--- src/rtl/ram_block_reader_pkg.sv ---
// rtl/ram_block_reader_pkg.sv - FSM encoding and buffer constants shared by the RAM block reader
package ram_block_reader_pkg;

    typedef enum logic [1:0] {
        ST_IDLE  = 2'd0,
        ST_RUN   = 2'd1,
        ST_DRAIN = 2'd2,
        ST_FIN   = 2'd3
    } state_e;

    localparam int BUF_DEPTH = 2;
    localparam int CNT_W     = $clog2(BUF_DEPTH + 1);
    localparam int PTR_W     = (BUF_DEPTH > 1) ? $clog2(BUF_DEPTH) : 1;

endpackage

--- src/rtl/ram_block_reader_if.sv ---
// rtl/ram_block_reader_if.sv - valid/ready stream port carrying data words with a last flag
interface ram_block_reader_if #(
    parameter int WIDTH = 64
);

    logic             m_valid;
    logic [WIDTH-1:0] m_data;
    logic             m_last;
    logic             m_ready;

    modport master (
        output m_valid,
        output m_data,
        output m_last,
        input  m_ready
    );

    modport slave (
        input  m_valid,
        input  m_data,
        input  m_last,
        output m_ready
    );

endinterface

--- src/rtl/ram_rd_skid.sv ---
// rtl/ram_rd_skid.sv - small FIFO of {last, data} that absorbs words returned by the RAM
module ram_rd_skid
    import ram_block_reader_pkg::*;
#(
    parameter int WIDTH = 64
) (
    input  logic             clk,
    input  logic             rst_n,
    input  logic             push_i,
    input  logic [WIDTH:0]   push_data_i,
    input  logic             pop_i,
    output logic [WIDTH:0]   head_o,
    output logic [CNT_W-1:0] count_o
);

    logic [WIDTH:0]   mem_q [BUF_DEPTH];
    logic [PTR_W-1:0] wr_ptr_q;
    logic [PTR_W-1:0] rd_ptr_q;
    logic [CNT_W-1:0] count_q;
    logic             push_ok;
    logic             pop_ok;

    // A full buffer still accepts a push when the head leaves in the same cycle.
    assign push_ok = push_i && ((count_q != CNT_W'(BUF_DEPTH)) || pop_i);
    assign pop_ok  = pop_i && (count_q != '0);

    function automatic logic [PTR_W-1:0] ptr_inc(input logic [PTR_W-1:0] p);
        return (p == PTR_W'(BUF_DEPTH - 1)) ? '0 : p + PTR_W'(1);
    endfunction

    always_ff @(posedge clk) begin
        if (push_ok) begin
            mem_q[wr_ptr_q] <= push_data_i;
        end
    end

    always_ff @(posedge clk or negedge rst_n) begin
        if (!rst_n) begin
            wr_ptr_q <= '0;
            rd_ptr_q <= '0;
            count_q  <= '0;
        end else begin
            if (push_ok) begin
                wr_ptr_q <= ptr_inc(wr_ptr_q);
            end
            if (pop_ok) begin
                rd_ptr_q <= ptr_inc(rd_ptr_q);
            end
            if (push_ok && !pop_ok) begin
                count_q <= count_q + CNT_W'(1);
            end else if (pop_ok && !push_ok) begin
                count_q <= count_q - CNT_W'(1);
            end
        end
    end

    assign head_o  = mem_q[rd_ptr_q];
    assign count_o = count_q;

endmodule

--- src/rtl/ram_block_reader.sv ---
// rtl/ram_block_reader.sv - streams a block of RAM words out; RAM_BLOCK_READER_LOOP_EN adds repeat passes
module ram_block_reader
    import ram_block_reader_pkg::*;
#(
    parameter  int WIDTH = 64,
    parameter  int SIZE  = 512,
    localparam int ABITS = $clog2(SIZE)
) (
    input  logic               clk,
    input  logic               rst_n,
    input  logic               start,
    input  logic [ABITS-1:0]   base_addr,
    input  logic [ABITS:0]     length,
    output logic               busy,
    output logic               done,
    output logic               ram_rden,
    output logic [ABITS-1:0]   ram_rdaddr,
    input  logic [WIDTH-1:0]   ram_rddata,
`ifdef RAM_BLOCK_READER_LOOP_EN
    input  logic               loop,
`endif
    ram_block_reader_if.master m_if
);

    state_e           state_q, state_d;
    logic [ABITS-1:0] addr_q, addr_d;
    logic [ABITS:0]   remaining_q, remaining_d;
    logic             inflight_q;
    logic             inflight_last_q;
`ifdef RAM_BLOCK_READER_LOOP_EN
    logic [ABITS-1:0] base_q, base_d;
    logic [ABITS:0]   length_q, length_d;
`endif

    logic             issue;
    logic             issue_last;
    logic             pop;
    logic [WIDTH:0]   head;
    logic [CNT_W-1:0] buf_count;
    logic [2:0]       occ;

    function automatic logic [ABITS-1:0] next_addr(input logic [ABITS-1:0] a);
        return (a == ABITS'(SIZE - 1)) ? '0 : a + ABITS'(1);
    endfunction

    // Only issue a read if the buffer can still hold it once the in-flight word lands.
    assign pop        = m_if.m_valid & m_if.m_ready;
    assign occ        = 3'(buf_count) + 3'(inflight_q);
    assign issue      = (state_q == ST_RUN) && (remaining_q != '0) &&
                        (occ < (3'(BUF_DEPTH) + 3'(pop)));
    assign issue_last = issue && (remaining_q == (ABITS+1)'(1));

    always_comb begin
        state_d     = state_q;
        addr_d      = addr_q;
        remaining_d = remaining_q;
        done        = 1'b0;
`ifdef RAM_BLOCK_READER_LOOP_EN
        base_d      = base_q;
        length_d    = length_q;
`endif
        case (state_q)
            ST_IDLE: begin
                if (start) begin
                    addr_d      = base_addr;
                    remaining_d = length;
`ifdef RAM_BLOCK_READER_LOOP_EN
                    base_d      = base_addr;
                    length_d    = length;
`endif
                    state_d     = (length == '0) ? ST_FIN : ST_RUN;
                end
            end
            ST_RUN: begin
                if (issue) begin
                    remaining_d = remaining_q - (ABITS+1)'(1);
                    addr_d      = next_addr(addr_q);
                    if (issue_last) begin
`ifdef RAM_BLOCK_READER_LOOP_EN
                        if (loop) begin
                            remaining_d = length_q;
                            addr_d      = base_q;
                        end else begin
                            state_d = ST_DRAIN;
                        end
`else
                        state_d = ST_DRAIN;
`endif
                    end
                end
            end
            ST_DRAIN: begin
                // The final word is the one that empties the buffer with nothing left in flight.
                if (pop && head[WIDTH] && (buf_count == CNT_W'(1)) && !inflight_q) begin
                    state_d = ST_FIN;
                end
            end
            ST_FIN: begin
                done    = 1'b1;
                state_d = ST_IDLE;
            end
            default: begin
                state_d = ST_IDLE;
            end
        endcase
    end

    always_ff @(posedge clk or negedge rst_n) begin
        if (!rst_n) begin
            state_q         <= ST_IDLE;
            addr_q          <= '0;
            remaining_q     <= '0;
            inflight_q      <= 1'b0;
            inflight_last_q <= 1'b0;
        end else begin
            state_q         <= state_d;
            addr_q          <= addr_d;
            remaining_q     <= remaining_d;
            inflight_q      <= issue;
            inflight_last_q <= issue_last;
        end
    end

`ifdef RAM_BLOCK_READER_LOOP_EN
    always_ff @(posedge clk or negedge rst_n) begin
        if (!rst_n) begin
            base_q   <= '0;
            length_q <= '0;
        end else begin
            base_q   <= base_d;
            length_q <= length_d;
        end
    end
`endif

    ram_rd_skid #(
        .WIDTH(WIDTH)
    ) u_skid (
        .clk         (clk),
        .rst_n       (rst_n),
        .push_i      (inflight_q),
        .push_data_i ({inflight_last_q, ram_rddata}),
        .pop_i       (pop),
        .head_o      (head),
        .count_o     (buf_count)
    );

    assign busy         = (state_q != ST_IDLE);
    assign ram_rden     = issue;
    assign ram_rdaddr   = addr_q;
    assign m_if.m_valid = (buf_count != '0);
    assign m_if.m_data  = head[WIDTH-1:0];
    assign m_if.m_last  = m_if.m_valid & head[WIDTH];

endmodule

--- src/flat_wrapper.sv ---
// flat-port wrapper written by rule: the top's interface ports become plain ports
module ram_block_reader_flat import ram_block_reader_pkg::*;
#(
    parameter  int WIDTH = 64,
    parameter  int SIZE  = 512,
    localparam int ABITS = $clog2(SIZE)
)
  (clk, rst_n, start, base_addr, length, busy, done, ram_rden, ram_rdaddr, ram_rddata, m_if_m_valid, m_if_m_data, m_if_m_last, m_if_m_ready);
  ram_block_reader_if #(.WIDTH(WIDTH)) m_if_i ();
  input  logic clk;
  input  logic rst_n;
  input  logic start;
  input  logic [ABITS-1:0] base_addr;
  input  logic [ABITS:0] length;
  output logic busy;
  output logic done;
  output logic ram_rden;
  output logic [ABITS-1:0] ram_rdaddr;
  input  logic [WIDTH-1:0] ram_rddata;
  output wire logic [$bits(m_if_i.m_valid)-1:0] m_if_m_valid;
  output wire logic [$bits(m_if_i.m_data)-1:0] m_if_m_data;
  output wire logic [$bits(m_if_i.m_last)-1:0] m_if_m_last;
  input wire logic [$bits(m_if_i.m_ready)-1:0] m_if_m_ready;
  assign m_if_m_valid = m_if_i.m_valid;
  assign m_if_m_data = m_if_i.m_data;
  assign m_if_m_last = m_if_i.m_last;
  assign m_if_i.m_ready = m_if_m_ready;
  ram_block_reader #(.WIDTH(WIDTH), .SIZE(SIZE)) u_core (.clk(clk), .rst_n(rst_n), .start(start), .base_addr(base_addr), .length(length), .busy(busy), .done(done), .ram_rden(ram_rden), .ram_rdaddr(ram_rdaddr), .ram_rddata(ram_rddata), .m_if(m_if_i));
endmodule
--- config.mk ---
export PLATFORM = sky130hd
export DESIGN_NAME = ram_block_reader_flat
export DESIGN_NICKNAME = d
export VERILOG_FILES = /design/src/rtl/ram_block_reader_pkg.sv /design/src/rtl/ram_block_reader_if.sv /design/src/rtl/ram_rd_skid.sv /design/src/rtl/ram_block_reader.sv /design/src/flat_wrapper.sv
export SDC_FILE = /design/constraint.sdc
export NUM_CORES = 1
export LEC_CHECK = 0
export BUFFER_PORTS_ARGS = -buffer_cell sky130_fd_sc_hd__buf_2
export CAP_MARGIN = 20
export CORE_ASPECT_RATIO = 1.75
export CORE_UTILIZATION = 48
export DETAILED_ROUTE_END_ITERATION = 10
export PLACE_DENSITY = 0.8
export SKIP_CTS_REPAIR_TIMING = 1
export SLEW_MARGIN = 40
export SYNTH_ARGS = -nofsm -noshare
export SYNTH_HDL_FRONTEND = slang
export SYNTH_SLANG_ARGS = --single-unit
--- constraint.sdc ---
create_clock -name clk -period 4.2 [get_ports clk]
set_clock_uncertainty 0.05 [all_clocks]
set_input_delay 0 -clock clk [delete_from_list [all_inputs] [get_ports clk]]
set_output_delay 0 -clock clk [all_outputs]
set_load 0.05 [all_outputs]
---- Word-level counts from Yosys, hierarchy flattened ----
Memory sizes are Yosys's and may differ from the RTL's.
Index checks and enable logic that the tools add are counted.
word-level totals
  register bits after elaboration ......... 27
  bits in latches ......................... 0
  bits in writable memories ............... 130
  bits in read-only memories .............. 0
  bits of input ports ..................... 87
  output and inout bits ................... 78
  word-level logic and storage cells ...... 74
  memories kept ........................... 1
memory list
  memory               words  bits a word  rd ports  clocked after memory_dff  write ports  line               RTL
  u_core.u_skid.mem_q  2      65           1         0                         1            ram_rd_skid.sv:16  logic [WIDTH:0] mem_q [BUF_DEPTH];
cells by class
  add/subtract/negate cells ............... 8
  multipliers ............................. 0
  divide/modulo/power cells ............... 0
  $lt $le $gt $ge ......................... 1
  equality and inequality tests ........... 11
  shifts and indexed selects .............. 0
  mux-type cells .......................... 20
  bitwise operators ....................... 2
  reductions and logical operators ........ 23
operator list
  operator                                                                  number
  9-bit 2-to-1 mux                                                          3
  10-bit 2-to-1 mux                                                         2
  10-bit one-hot mux with 2 select lines                                    1
  9-bit one-hot mux with 2 select lines                                     1
  2-bit 2-to-1 mux                                                          7
  10-bit by 1-bit equality test with 1-bit output (second input constant)   1
  1-bit logical AND                                                         10
  10-bit zero test                                                          1
  10-bit nonzero test                                                       1
  10-bit by 1-bit subtractor with 10-bit output (second input constant)     1
  9-bit by 1-bit adder with 9-bit output (second input constant)            1
  9-bit equality test (second input constant)                               1
  2-bit one-hot mux with 4 select lines                                     1
  2-bit nonzero test                                                        4
  2-bit by 1-bit inequality test with 1-bit output (second input constant)  3
  1-bit 2-to-1 mux                                                          5
  2-bit by 1-bit equality test with 1-bit output (second input constant)    2
  2-bit equality test (second input constant)                               2
  2-bit inequality test (second input constant)                             2
  4-bit AND reduction                                                       1
  2-bit by 1-bit adder with 3-bit output                                    1
  2-bit by 1-bit adder with 3-bit output (first input constant)             1
  1-bit zero test                                                           3
  3-bit less-than comparator                                                1
  7 further kinds                                                           9

---- Depth between registers and ports, before layout ----
  word-level depth ........................ 9
  gate-level depth with buffers ........... 11
  mapped depth without buffers ............ 9

---- Cells and area by module ----
Synthesis repeated with hierarchy kept, for this count alone.
unflattened totals
  cells, all modules ...................... 409
  area, all modules ....................... 6744.0 um2
by module, submodules not included
  module            instances  cells each  area each (um2)  sequential area each (um2)
  ram_rd_skid       1          219         5056.1           4003.8
  ram_block_reader  1          190         1687.9           575.6

---- Worst setup path before layout ----
No wires, ideal clock.
  kind .................................... register -> register
  start ................................... reg u_core.u_skid.count_q[0] (netlist: u_core.u_skid.count_o[0])
  end ..................................... mem u_core.u_skid.mem_q[0][0] (netlist bit), enable pin
  library setup time ...................... 496 ps
  arrival time ............................ 4505 ps
  required time ........................... 3654 ps
  setup slack ............................. -851 ps
  stages on the path, launching flop included .. 7
  path buffers ............................ 0
  period minus slack after synthesis ...... 5051 ps
  cell sequence ........................... dfrtp_1 > inv_1 > ha_1 > inv_1 > nand2_1 > a21boi_0 > nor2b_1
on the way
  word-level cells in the longest chain between the ends .. 6
  elaborated cells on any way between the ends .. 7
  classes of those cells .................. eq/ne (1); mux (2); bitwise (1); reduce/logical (3)
RTL lines
  element                                 line                     RTL
  start: declaration                      ram_rd_skid.sv:19        logic [CNT_W-1:0] count_q;
  start signal: assignment                ram_rd_skid.sv:50        count_q <= count_q + CNT_W'(1);
  start signal: assignment                ram_rd_skid.sv:52        count_q <= count_q - CNT_W'(1);
  2-bit nonzero test                      ram_block_reader.sv:151  assign m_if.m_valid = (buf_count != '0);
  named net m_if_m_valid                  flat_wrapper.sv:20       output wire logic [$bits(m_if_i.m_valid)-1:0] m_if_m_valid;
  1-bit AND                               ram_block_reader.sv:47   assign pop = m_if.m_valid & m_if.m_ready;
  1-bit logical OR                        ram_rd_skid.sv:24        assign push_ok = push_i && ((count_q != CNT_W'(BUF_DEPTH)) || pop_i);
  1-bit logical AND                       ram_rd_skid.sv:24
  named net u_core.u_skid.push_ok         ram_rd_skid.sv:20        logic push_ok;
  1-bit 2-to-1 mux                        ram_rd_skid.sv:32        if (push_ok) begin
  1-bit 2-to-1 mux (not written as such)  ram_rd_skid.sv:33        mem_q[wr_ptr_q] <= push_data_i;
  end: declaration                        ram_rd_skid.sv:16
The timed path passes the listed nets, and every way through them passes these cells.

---- Worst setup path after layout ----
  start ................................... reg u_core.u_skid.count_q[0] (netlist: u_core.u_skid.count_o[0])
  end ..................................... mem u_core.u_skid.mem_q[1][12] (netlist bit), enable pin
on the way
  word-level cells in the longest chain between the ends .. 6
  elaborated cells on any way between the ends .. 7
  classes of those cells .................. eq/ne (1); mux (2); bitwise (1); reduce/logical (3)
RTL lines
  element                                     line
  2-bit nonzero test                          ram_block_reader.sv:151
  1-bit AND                                   ram_block_reader.sv:47
  1-bit logical OR (*)                        ram_rd_skid.sv:24
  1-bit logical AND (*)                       ram_rd_skid.sv:24
  named net u_core.u_skid.push_ok             ram_rd_skid.sv:20
  1-bit 2-to-1 mux (*)                        ram_rd_skid.sv:32
  1-bit 2-to-1 mux (not written as such) (*)  ram_rd_skid.sv:33
Mark *: on every way through the listed nets, which the timed path passes. The rest lies on a longest branch.

==> run metrics <==
CTS tree done; number of buffers added on ports 164; status finished, final reports clean; core area 13,100 um^2; worst hold path type in2reg; Total Wirelength 15,200 um; final hold viol count 0; CTS sink count 157; Setup crit end kind flop; drt drc 0; endpoints failing setup 0; Ports 165; most frequent cells in the layout 164 x buf_2, 130 x edfxtp_1, 84 x dlygate4sd3_1; worst vdd ir 0.000581 V; vias per cell 5.37; Die Width 90.0 um; DP Area 7530 um^2; number of nets in the layout 772; Netlist cell types 51; area grow syn2layout 38.0%; Die Y 156 um; crit-path most repeated cell inv_1; power density cells 761 nW/um^2; H-tree depth 4; Clk Latency, worst-skew pair 410 ps; Post-synth ARST share 17.2%; row count 55; min Tclk post-route 2840 ps; Fillers 838; Max-slew headroom 47.2%; most common cell after layout, fill and taps aside buf_2; CP Max Fanout 34; YS warnings 0; gpl congestion 0.946; Seq cells post-synth 157; hpwl dp 8930 um; cell area after layout 8970 um^2; DRT Pass-1 Iters 5; post-synthesis sequential area ratio 70.5%; CTS Buffer Depth 2; fraction of layout cells with a size suffix above 1 39.6%; vias in the first global route 4,240; Worst path slowest cell and2_2; Reg area 4580 um^2; FMAX 353 MHz; Cell Chain, Critical Path inv_1 > ha_1 > inv_1 > nand2_1 > a21boi_0 > and2_2 > buf_12; Syn Nets 516; initial antenna violation count 0; worst-margin pin slew 792 ps; initial drt markers 235; full die area 14,000 um^2; Post-Synthesis Cells 414; Post-synth EDFFs 130; Max Cap Viol 0; CP startpoint kind flop; multi-input combinational cell area 1790 um^2; first-pass GRT wire length 20,600 um; Arrival @ worst endpoint 2890 ps; WL per Instance 17.8 um; initial core utilization 49.7%; crit share post-route 67.5%; global route total overflow 0; syn avg cell area 15.7 um^2; ANT cells 0; top_reg_cell synth edfxtp_1; slowest cell delay on critical path 760 ps; RSZ-0062 raised after global routing no; Crit Path Class reg2reg; clock-pin transition on the worst setup and hold timing paths 60 ps; DR vias 4,581; final slew viol count 0; largest net degree at the start of global routing 66; leak pwr 3.58 nW; clk root buf clkbuf_16; setup TNS 0 ps; Final ANT Viol Nets 0; gr usage total 19.2%; CP required 4250 ps; cell area after synthesis 6500 um^2; TritonCTS buffer count 17
report_power, final:
part,switching [mW],leakage (nW),internal (mW)
Clock,0.642,0.285,0.896
Combinational,2.10,1.78,0.916
Sequential,0.205,1.52,2.07
Total,2.95,3.58,3.88
metrics by stage:
stage | hold slack, ps | util (%) | instances | setup WS [ps] | power, mW
2_1_floorplan | -346 | - | 414 | 377 | 4.55
3_3_place_gp | -0.472 | 57.6 | 738 | 1520 | 5.13
3_5_place_dp | 7.42 | 57.6 | 738 | 1370 | 5.21
4_1_cts | -438 | 62.1 | 769 | 1360 | 6.76
5_1_grt | 13.5 | 68.6 | 853 | 1180 | 7.12
6_report | 17.5 | 68.6 | 853 | 1360 | 6.83
kinds of logic after synthesis:
family          after synthesis  synth area share, %
fa+ha+maj                    15                 2.89
buf+inv                      35                 2.08
simple gates                 84                 6.91
flops                       157                 70.5
xor+xnor                      4                0.539
compound gates               52                 5.58
mux                          67                 11.5
cell type report:
| type | instances | share of cell area [%] |
|---|---|---|
| Sequential cell | 157 | 51.1 |
| Inverter | 20 | 0.837 |
| Clock inverter | 14 | 1.91 |
| Clock buffer | 17 | 4.74 |
| Multi-Input combinational cell | 222 | 20.0 |
| Timing Repair Buffer | 252 | 19.1 |
| Tap cell | 171 | 2.38 |
final timing paths:
path,start,to,slack [ps],cells after the start
max,u_core.u_skid.count_o[0]$_DFFE_PN0P_,u_core.u_skid.mem_q[1][12]$_DFFE_PP_,1360,7
min,start,u_core.remaining_q[7]$_DFFE_PN0P_,20,4
max reg2reg,u_core.u_skid.count_o[0]$_DFFE_PN0P_,u_core.u_skid.mem_q[1][12]$_DFFE_PP_,1360,7
min reg2reg,u_core.inflight_last_q$_DFF_PN0_,u_core.u_skid.mem_q[1][64]$_DFFE_PP_,410,0
max in group asynchronous,rst_n,u_core.u_skid.rd_ptr_q$_DFFE_PN0P_,3530,2
min in group asynchronous,rst_n,u_core.ram_rdaddr[7]$_DFFE_PN0P_,110,2
worst max-delay path: cells and delay by family (launching register included):
kind	cells	cell delay (ps)
buffers and inverters	3	470
DFF	1	420
AOI/OAI and AO/OA	1	450
adders and majority gates	1	240
and+or+nand+nor	2	880
sequential cells by signal (all words and copies together), names as in the netlist:
| name | cells |
|---|---|
| u_core.u_skid.rd_ptr_q | 1 |
| u_core.inflight_q | 1 |
| u_core.u_skid.mem_q | 130 |
| u_core.u_skid.wr_ptr_q | 1 |
| u_core.inflight_last_q | 1 |
| u_core.remaining_q | 10 |
| u_core.state_q | 2 |
| u_core.u_skid.count_o | 2 |
| u_core.ram_rdaddr | 9 |
synth_stat cells, drive strengths merged, types with 6 or more instances:
cell	n	share of area, %
a21oi	6	0.52
and3	7	0.67
clkbuf	10	0.58
dfrtp	27	10
edfxtp	130	60
ha	15	2.9
inv	20	1.2
mux2	64	11
nand2	25	1.4
nand3	9	0.69
nor2	12	0.69
o21ai	19	1.5
o311ai	9	1.2
layer usage:
metal | part of all wire, % | global-route usage, % | up-vias
met1 | 38 | 21.4 | 2229
met4 | 3.4 | 10.1 | 0
met3 | 6.0 | 4.63 | 39
li1 | - | - | 2096
met5 | 0 | 0 | -
met2 | 53 | 33.9 | 217
Note: power is estimated with default switching activity, not from simulation.
